--- config.mk ---
export PLATFORM = sky130hd
export DESIGN_NAME = bcd_digit_serial_ctrl_flat
export DESIGN_NICKNAME = d
export VERILOG_FILES = /design/src/rtl/bcd_digit_serial_ctrl_if.sv /design/src/rtl/bcd_digit_serial_ctrl.sv /design/src/flat_wrapper.sv
export SDC_FILE = /design/constraint.sdc
export NUM_CORES = 1
export LEC_CHECK = 0
export BUFFER_PORTS_ARGS = -buffer_cell sky130_fd_sc_hd__buf_2
export CORE_MARGIN = 4
export CORE_UTILIZATION = 36
export DETAILED_ROUTE_END_ITERATION = 16
export PLACE_DENSITY = 0.56
export RECOVER_POWER = 25
export SLEW_MARGIN = 25
export SYNTH_ARGS = -nofsm -noshare
export SYNTH_HDL_FRONTEND = slang
export SYNTH_HIERARCHICAL = 1
export SYNTH_SLANG_ARGS = --single-unit
export TNS_END_PERCENT = 20
--- constraint.sdc ---
create_clock -name clk -period 3.8 [get_ports clk]
set_input_delay 0.57 -clock clk [delete_from_list [all_inputs] [get_ports clk]]
set_output_delay 0.57 -clock clk [all_outputs]
set_load 0.01 [all_outputs]
--- src/rtl/bcd_digit_serial_ctrl_if.sv ---
// Operand/result handshake bundle for the digit-serial BCD adder.
// The master drives operands and out_ready; the slave (controller) drives the result side.
interface bcd_digit_serial_ctrl_if #(
  parameter int DIGITS = 4
);
  logic                  in_valid;
  logic                  in_ready;
  logic [4*DIGITS-1:0]   a;
  logic [4*DIGITS-1:0]   b;
  logic                  c_in;
  logic                  out_valid;
  logic                  out_ready;
  logic [4*DIGITS-1:0]   sum;
  logic                  c_out;
  logic                  error;
  logic                  busy;

  modport master (
    output in_valid, a, b, c_in, out_ready,
    input  in_ready, out_valid, sum, c_out, error, busy
  );

  modport slave (
    input  in_valid, a, b, c_in, out_ready,
    output in_ready, out_valid, sum, c_out, error, busy
  );
endinterface

--- src/rtl/bcd_digit_serial_ctrl.sv ---
// Digit-serial packed-BCD adder: one shared single-digit adder, one digit per clock,
// least-significant digit first, with the carry chained through a register.
module bcd_adder (
  input  logic [3:0] i_x,
  input  logic [3:0] i_y,
  input  logic       i_cin,
  output logic [3:0] o_s,
  output logic       o_cout,
  output logic       o_oor
);
  logic [4:0] w_raw;
  logic [4:0] w_adj;

  assign w_raw  = {1'b0, i_x} + {1'b0, i_y} + {4'b0000, i_cin};
  assign w_adj  = w_raw - 5'd10;
  assign o_cout = (w_raw > 5'd9);
  assign o_s    = o_cout ? w_adj[3:0] : w_raw[3:0];
  assign o_oor  = (i_x > 4'd9) | (i_y > 4'd9);
endmodule

module bcd_digit_serial_ctrl #(
  parameter int DIGITS = 4
) (
  input  logic                          clk,
  input  logic                          reset,
  bcd_digit_serial_ctrl_if.slave        bus
);
  localparam int IDX_W = $clog2(DIGITS);
  localparam logic [IDX_W-1:0] LAST_IDX = IDX_W'(DIGITS - 1);

  localparam logic [1:0] S_IDLE = 2'd0;
  localparam logic [1:0] S_ADD  = 2'd1;
  localparam logic [1:0] S_DONE = 2'd2;

  logic [1:0]          r_state;
  logic [IDX_W-1:0]    r_idx;
  logic                r_carry;
  logic [4*DIGITS-1:0] r_a;
  logic [4*DIGITS-1:0] r_b;
  logic [4*DIGITS-1:0] r_sum;
  logic                r_cout;
  logic                r_err;

  logic [4*DIGITS-1:0] w_a_sh;
  logic [4*DIGITS-1:0] w_b_sh;
  logic [3:0]          w_s;
  logic                w_cout;
  logic                w_oor;

  // Select the current digit by shifting the latched operands down by 4*idx.
  assign w_a_sh = r_a >> {r_idx, 2'b00};
  assign w_b_sh = r_b >> {r_idx, 2'b00};

  bcd_adder u_bcd_adder (
    .i_x    (w_a_sh[3:0]),
    .i_y    (w_b_sh[3:0]),
    .i_cin  (r_carry),
    .o_s    (w_s),
    .o_cout (w_cout),
    .o_oor  (w_oor)
  );

  always_ff @(posedge clk) begin
    if (reset) begin
      r_state <= S_IDLE;
      r_idx   <= '0;
      r_carry <= 1'b0;
      r_a     <= '0;
      r_b     <= '0;
      r_sum   <= '0;
      r_cout  <= 1'b0;
      r_err   <= 1'b0;
    end else begin
      case (r_state)
        S_IDLE: begin
          if (bus.in_valid) begin
            r_a     <= bus.a;
            r_b     <= bus.b;
            r_carry <= bus.c_in;
            r_idx   <= '0;
            r_err   <= 1'b0;
            r_state <= S_ADD;
          end
        end
        S_ADD: begin
          r_sum[{r_idx, 2'b00} +: 4] <= w_s;
          r_carry <= w_cout;
          r_err   <= r_err | w_oor;
          if (r_idx == LAST_IDX) begin
            r_cout  <= w_cout;
            r_idx   <= '0;
            r_state <= S_DONE;
          end else begin
            r_idx <= r_idx + IDX_W'(1);
          end
        end
        S_DONE: begin
          if (bus.out_ready) r_state <= S_IDLE;
        end
        default: r_state <= S_IDLE;
      endcase
    end
  end

  assign bus.in_ready  = (r_state == S_IDLE);
  assign bus.out_valid = (r_state == S_DONE);
  assign bus.busy      = (r_state == S_ADD) | (r_state == S_DONE);
  assign bus.sum       = r_sum;
  assign bus.c_out     = r_cout;
  assign bus.error     = r_err;
endmodule
--- src/flat_wrapper.sv ---
// flat-port wrapper written by rule: the top's interface ports become plain ports
module bcd_digit_serial_ctrl_flat 
#(
  parameter int DIGITS = 4
)
  (clk, reset, bus_in_valid, bus_a, bus_b, bus_c_in, bus_out_ready, bus_in_ready, bus_out_valid, bus_sum, bus_c_out, bus_error, bus_busy);
  bcd_digit_serial_ctrl_if #(.DIGITS(DIGITS)) bus_i ();
  input  logic clk;
  input  logic reset;
  input wire logic [$bits(bus_i.in_valid)-1:0] bus_in_valid;
  input wire logic [$bits(bus_i.a)-1:0] bus_a;
  input wire logic [$bits(bus_i.b)-1:0] bus_b;
  input wire logic [$bits(bus_i.c_in)-1:0] bus_c_in;
  input wire logic [$bits(bus_i.out_ready)-1:0] bus_out_ready;
  output wire logic [$bits(bus_i.in_ready)-1:0] bus_in_ready;
  output wire logic [$bits(bus_i.out_valid)-1:0] bus_out_valid;
  output wire logic [$bits(bus_i.sum)-1:0] bus_sum;
  output wire logic [$bits(bus_i.c_out)-1:0] bus_c_out;
  output wire logic [$bits(bus_i.error)-1:0] bus_error;
  output wire logic [$bits(bus_i.busy)-1:0] bus_busy;
  assign bus_i.in_valid = bus_in_valid;
  assign bus_i.a = bus_a;
  assign bus_i.b = bus_b;
  assign bus_i.c_in = bus_c_in;
  assign bus_i.out_ready = bus_out_ready;
  assign bus_in_ready = bus_i.in_ready;
  assign bus_out_valid = bus_i.out_valid;
  assign bus_sum = bus_i.sum;
  assign bus_c_out = bus_i.c_out;
  assign bus_error = bus_i.error;
  assign bus_busy = bus_i.busy;
  bcd_digit_serial_ctrl #(.DIGITS(DIGITS)) u_core (.clk(clk), .reset(reset), .bus(bus_i));
endmodule
==> impl_results.html <==
<table>
<tr><th>Metric</th><th>Value</th></tr>
<tr><th colspan="2">Setup path</th></tr>
<tr><td>Endpoint type of the worst setup path</td><td>register</td></tr>
<tr><td>Crit path kind</td><td>register to register</td></tr>
<tr><td>Startpoint Class</td><td>register</td></tr>
<tr><td>Critical path peak fanout</td><td>4</td></tr>
<tr><td>CP Data Arrival Time</td><td>about 3900 ps</td></tr>
<tr><td>CP required</td><td>4030 ps</td></tr>
<tr><th colspan="2">Detailed routing</th></tr>
<tr><td>Vias per std cell</td><td>5.01</td></tr>
<tr><td>Vias after detailed routing</td><td>2210</td></tr>
<tr><td>Antenna Nets Post-Route</td><td>0</td></tr>
<tr><td>DR WL/cell</td><td>approximately 13 um</td></tr>
<tr><td>Residual DRC count</td><td>0</td></tr>
<tr><td>DRT Wirelength</td><td>5880 um</td></tr>
<tr><td>Number of DRC markers after the initial detailed-route iteration</td><td>between 70 and 80</td></tr>
<tr><td>Total iterations of the first detailed-routing run</td><td>4</td></tr>
<tr><th colspan="2">Pwr</th></tr>
<tr><td>Power density normalized to cell area</td><td>575 nW/um^2</td></tr>
<tr><td>Cell leakage power</td><td>0.00117 uW</td></tr>
<tr><td>Total power after layout</td><td>1750 uW</td></tr>
<tr><td>Worst IR drop on VDD</td><td>0.000240 V</td></tr>
<tr><th colspan="2">Floorplan</th></tr>
<tr><td>Die area</td><td>8710 sq um</td></tr>
<tr><td>Row count</td><td>30</td></tr>
<tr><td>Effective utilization at floorplan</td><td>37.7%</td></tr>
<tr><td>I/O Pins</td><td>58</td></tr>
<tr><td>Die extent in y</td><td>roughly 93 um</td></tr>
<tr><td>Horizontal die dimension</td><td>93.3 um</td></tr>
<tr><td>Core Region</td><td>between 6000 and 7000 sq um</td></tr>
<tr><th colspan="2">Place</th></tr>
<tr><td>Number of port buffers</td><td>57</td></tr>
<tr><td>Half-perimeter wire length after placement</td><td>4150 um</td></tr>
<tr><td>Weighted congestion at the end of routability-driven global placement</td><td>roughly 0.75</td></tr>
<tr><td>Cell Count Post-Placement</td><td>433</td></tr>
<tr><th colspan="2">Final layout</th></tr>
<tr><td>Area used by multi-input combinational logic</td><td>1410 sq um</td></tr>
<tr><td>Number of antenna repair diodes</td><td>0</td></tr>
<tr><td>Final net count</td><td>approximately 400</td></tr>
<tr><td>Signed area change from the synthesized netlist to the final layout</td><td>15.9%</td></tr>
<tr><td>Fraction of final layout cells with drive strength greater than 1</td><td>18.3%</td></tr>
<tr><td>Register area</td><td>1100 sq um</td></tr>
<tr><td>Post-route core utilization</td><td>43.8%</td></tr>
<tr><td>Number of inserted filler cells in the final layout</td><td>approximately 720</td></tr>
<tr><td>Finished Layout Cells</td><td>441</td></tr>
<tr><th colspan="2">STA</th></tr>
<tr><td>Count of final max-slew check failures</td><td>0</td></tr>
<tr><td>Final setup violation count</td><td>0</td></tr>
<tr><td>Max-slew headroom at the worst pin</td><td>58.7%</td></tr>
<tr><td>Portion of the clock cycle consumed by the worst path in the final layout</td><td>95.2%</td></tr>
<tr><td>Pin slew with the least headroom to its limit</td><td>roughly 620 ps</td></tr>
<tr><td>Setup Total Neg Slack</td><td>0 ps</td></tr>
<tr><td>Worst clock skew</td><td>14.8 ps</td></tr>
<tr><td>Count of endpoints failing hold in the final timing report</td><td>0</td></tr>
<tr><td>Post-layout min period</td><td>3620 ps</td></tr>
<tr><td>Highest achievable clock rate</td><td>276 MHz</td></tr>
<tr><td>Setup repair after global routing missed its margin</td><td>false</td></tr>
<tr><th colspan="2">Yosys</th></tr>
<tr><td>Synthesized netlist net count</td><td>348</td></tr>
<tr><td>Post-synthesis instance total</td><td>297</td></tr>
<tr><td>Post-synth design cell area</td><td>2620 sq um</td></tr>
<tr><td>Sequential cell area fraction in the yosys report</td><td>a little over two fifths</td></tr>
<tr><td>Average instance area after synthesis</td><td>8.83 sq um</td></tr>
<tr><td>Synth cell types</td><td>38</td></tr>
<tr><td>Number of warnings printed during yosys synthesis</td><td>6</td></tr>
<tr><td>Flip-flop and latch count after synthesis</td><td>55</td></tr>
<tr><th colspan="2">Flow run</th></tr>
<tr><td>Max capacitance violation total</td><td>0</td></tr>
<tr><th colspan="2">Outcome</th></tr>
<tr><td>Outcome</td><td>complete, no violations</td></tr>
<tr><th colspan="2">Clock network</th></tr>
<tr><td>Source-to-sink clock delay at the later pin of the worst-skew pair</td><td>310 ps</td></tr>
<tr><td>Register clock-pin slew on the reported worst setup and hold paths</td><td>110 ps</td></tr>
<tr><td>Number of CTS-inserted buffers</td><td>5</td></tr>
<tr><td>Count of clock tree sinks</td><td>55</td></tr>
<tr><td>H-tree depth reported by CTS</td><td>2</td></tr>
<tr><td>Count of hold buffers inserted by post-cts repair</td><td>0</td></tr>
<tr><td>Clock tree from TritonCTS</td><td>built</td></tr>
<tr><td>Clock Tree Root</td><td>sky130_fd_sc_hd__clkbuf_8</td></tr>
<tr><td>Clock Tree Buf Depth</td><td>2</td></tr>
<tr><th colspan="2">Global route</th></tr>
<tr><td>Global route total overflow</td><td>0</td></tr>
<tr><td>Maximum number of pins on one net before global-route repair</td><td>58</td></tr>
<tr><td>Global-route wire length before repair</td><td>9950 um</td></tr>
<tr><td>Number of antenna violations at the first check in global routing</td><td>0</td></tr>
<tr><td>Vias in the first global route</td><td>2160</td></tr>
<tr><td>Total track usage</td><td>14.1%</td></tr>
<tr><th colspan="2">Hold path</th></tr>
<tr><td>Type of the worst min-delay path</td><td>register to register</td></tr>
</table>
## report_power, final
group	leakage (uW)	switching, uW	internal [uW]
clock	0.0000463	204	136
combinational	0.000677	435	278
sequential	0.000449	38.8	656
total	0.00117	678	1070
## cell usage in the layout (no fill, tap or decap), types with 2 or more instances in the layout
master and n:
sky130_fd_sc_hd__a21oi_1 48, sky130_fd_sc_hd__a32oi_1 9, sky130_fd_sc_hd__and3_1 2, sky130_fd_sc_hd__buf_2 38, sky130_fd_sc_hd__buf_4 4, sky130_fd_sc_hd__clkbuf_1 18, sky130_fd_sc_hd__clkbuf_8 5, sky130_fd_sc_hd__dfxtp_1 54
sky130_fd_sc_hd__fa_1 2, sky130_fd_sc_hd__ha_1 12, sky130_fd_sc_hd__inv_1 7, sky130_fd_sc_hd__mux4_1 4, sky130_fd_sc_hd__mux4_2 4, sky130_fd_sc_hd__nand2_1 80, sky130_fd_sc_hd__nand2b_1 4, sky130_fd_sc_hd__nand3_1 2
sky130_fd_sc_hd__nand4_1 10, sky130_fd_sc_hd__nor2_1 10, sky130_fd_sc_hd__nor2b_1 5, sky130_fd_sc_hd__o21ai_0 2, sky130_fd_sc_hd__o31ai_1 2
## worst paths after layout
| kind | start | endpoint | slack (ps) | cells past startpoint |
|---|---|---|---|---|
| hold reg to reg | u_core/r_a[9] | u_core/r_a[9] | 460 | 2 |
| hold / removal | u_core/r_a[9] | u_core/r_a[9] | 460 | 2 |
| setup reg to reg | u_core/r_idx[0] | u_core/bus.sum[13] | 180 | 10 |
| setup / recovery | u_core/r_idx[0] | u_core/bus.sum[13] | 180 | 10 |
## cell usage after synthesis, drive strengths merged
library cell,number,share of area (%)
mux4,8,7.4
and2,2,0.48
and2b,1,0.29
and3b,1,0.33
ha,12,5.7
xnor2,2,0.67
a21o,1,0.33
fa,2,1.5
nor3b,1,0.48
dfxtp,55,42
nand4b,1,0.33
mux2i,2,0.76
and3,2,0.48
buf,15,3.6
inv,7,1.0
nand2b,4,0.95
clkbuf,5,0.72
nand3,2,0.38
nor2,10,1.4
a31o,1,0.33
o211a,1,0.38
nand4,10,2.4
nor3,1,0.19
o22ai,1,0.24
o21ai,2,0.38
a21oi,48,9.2
o31ai,3,1.4
and4bb,1,0.48
nor2b,5,1.2
a2111oi,1,0.33
nand2,81,12
a32oi,9,3.0
## per-layer routing
metal | up-vias | GRT usage [%] | part of all wire [%] | wire length, um
li1 | 1125 | - | - | -
met1 | 1033 | 17.5 | 48 | 2810
met2 | 45 | 24.1 | 46 | 2730
met3 | 7 | 3.38 | 4.5 | 267
met4 | 0 | 4.15 | 1.1 | 67
met5 | - | 0 | 0 | 0
## worst max-delay path: stages (launching register included)
cell	delay (ps)
sky130_fd_sc_hd__dfxtp_2	380
sky130_fd_sc_hd__mux4_1	600
sky130_fd_sc_hd__fa_1	500
sky130_fd_sc_hd__fa_1	440
sky130_fd_sc_hd__xnor2_2	190
sky130_fd_sc_hd__ha_1	250
sky130_fd_sc_hd__a31o_1	230
sky130_fd_sc_hd__o31ai_4	320
sky130_fd_sc_hd__xnor2_1	300
sky130_fd_sc_hd__nand4_1	170
sky130_fd_sc_hd__a21oi_1	170
## cell type report
cell class              count  area share, %
clock inverters             3          0.906
repair buffers             60           9.47
clock buffers               5           2.26
inverters                   7          0.865
flip-flops and latches     55           36.3
well taps                  96           3.95
multi-input cells         215           46.3
## per-stage QoR
stage | cell area [sq um] | hold slack [ps] | setup slack, ps
2_1_floorplan | 2620 | 432 | 304
3_3_place_gp | 2940 | 438 | 183
3_5_place_dp | 2940 | 444 | 59.1
4_1_cts | 3030 | 460 | 8.55
5_1_grt | 3040 | 469 | 12.5
6_report | 3040 | 457 | 183
## registers in the layout, summed over array words and instances (netlist names)
signal            count
u_core/bus.c_out      1
u_core/bus.error      1
u_core/bus.sum       16
u_core/r_a           16
u_core/r_b           16
u_core/r_carry        1
u_core/r_idx          2
u_core/r_state        2
## logic make-up (layout without fill, tap and decap cells)
kind of cell	count (synthesis)	count (layout)	share of synthesized area [%]
and+or+nand+nor	122	122	21.0
AOI/OAI and AO/OA	67	67	15.6
DFF	55	55	42.0
buffers and inverters	27	75	5.30
adders and majority gates	14	14	7.26
muxes	10	10	8.21
xor gates and xnor gates	2	2	0.668
## timing repair
item / 4_1_cts / 5_1_grt
buffers inserted: 0 / 0
gates resized for setup: 0 / 5
setup endpoints to repair: 0 / 8
No activity file was read; power rests on OpenSTA's default activity.
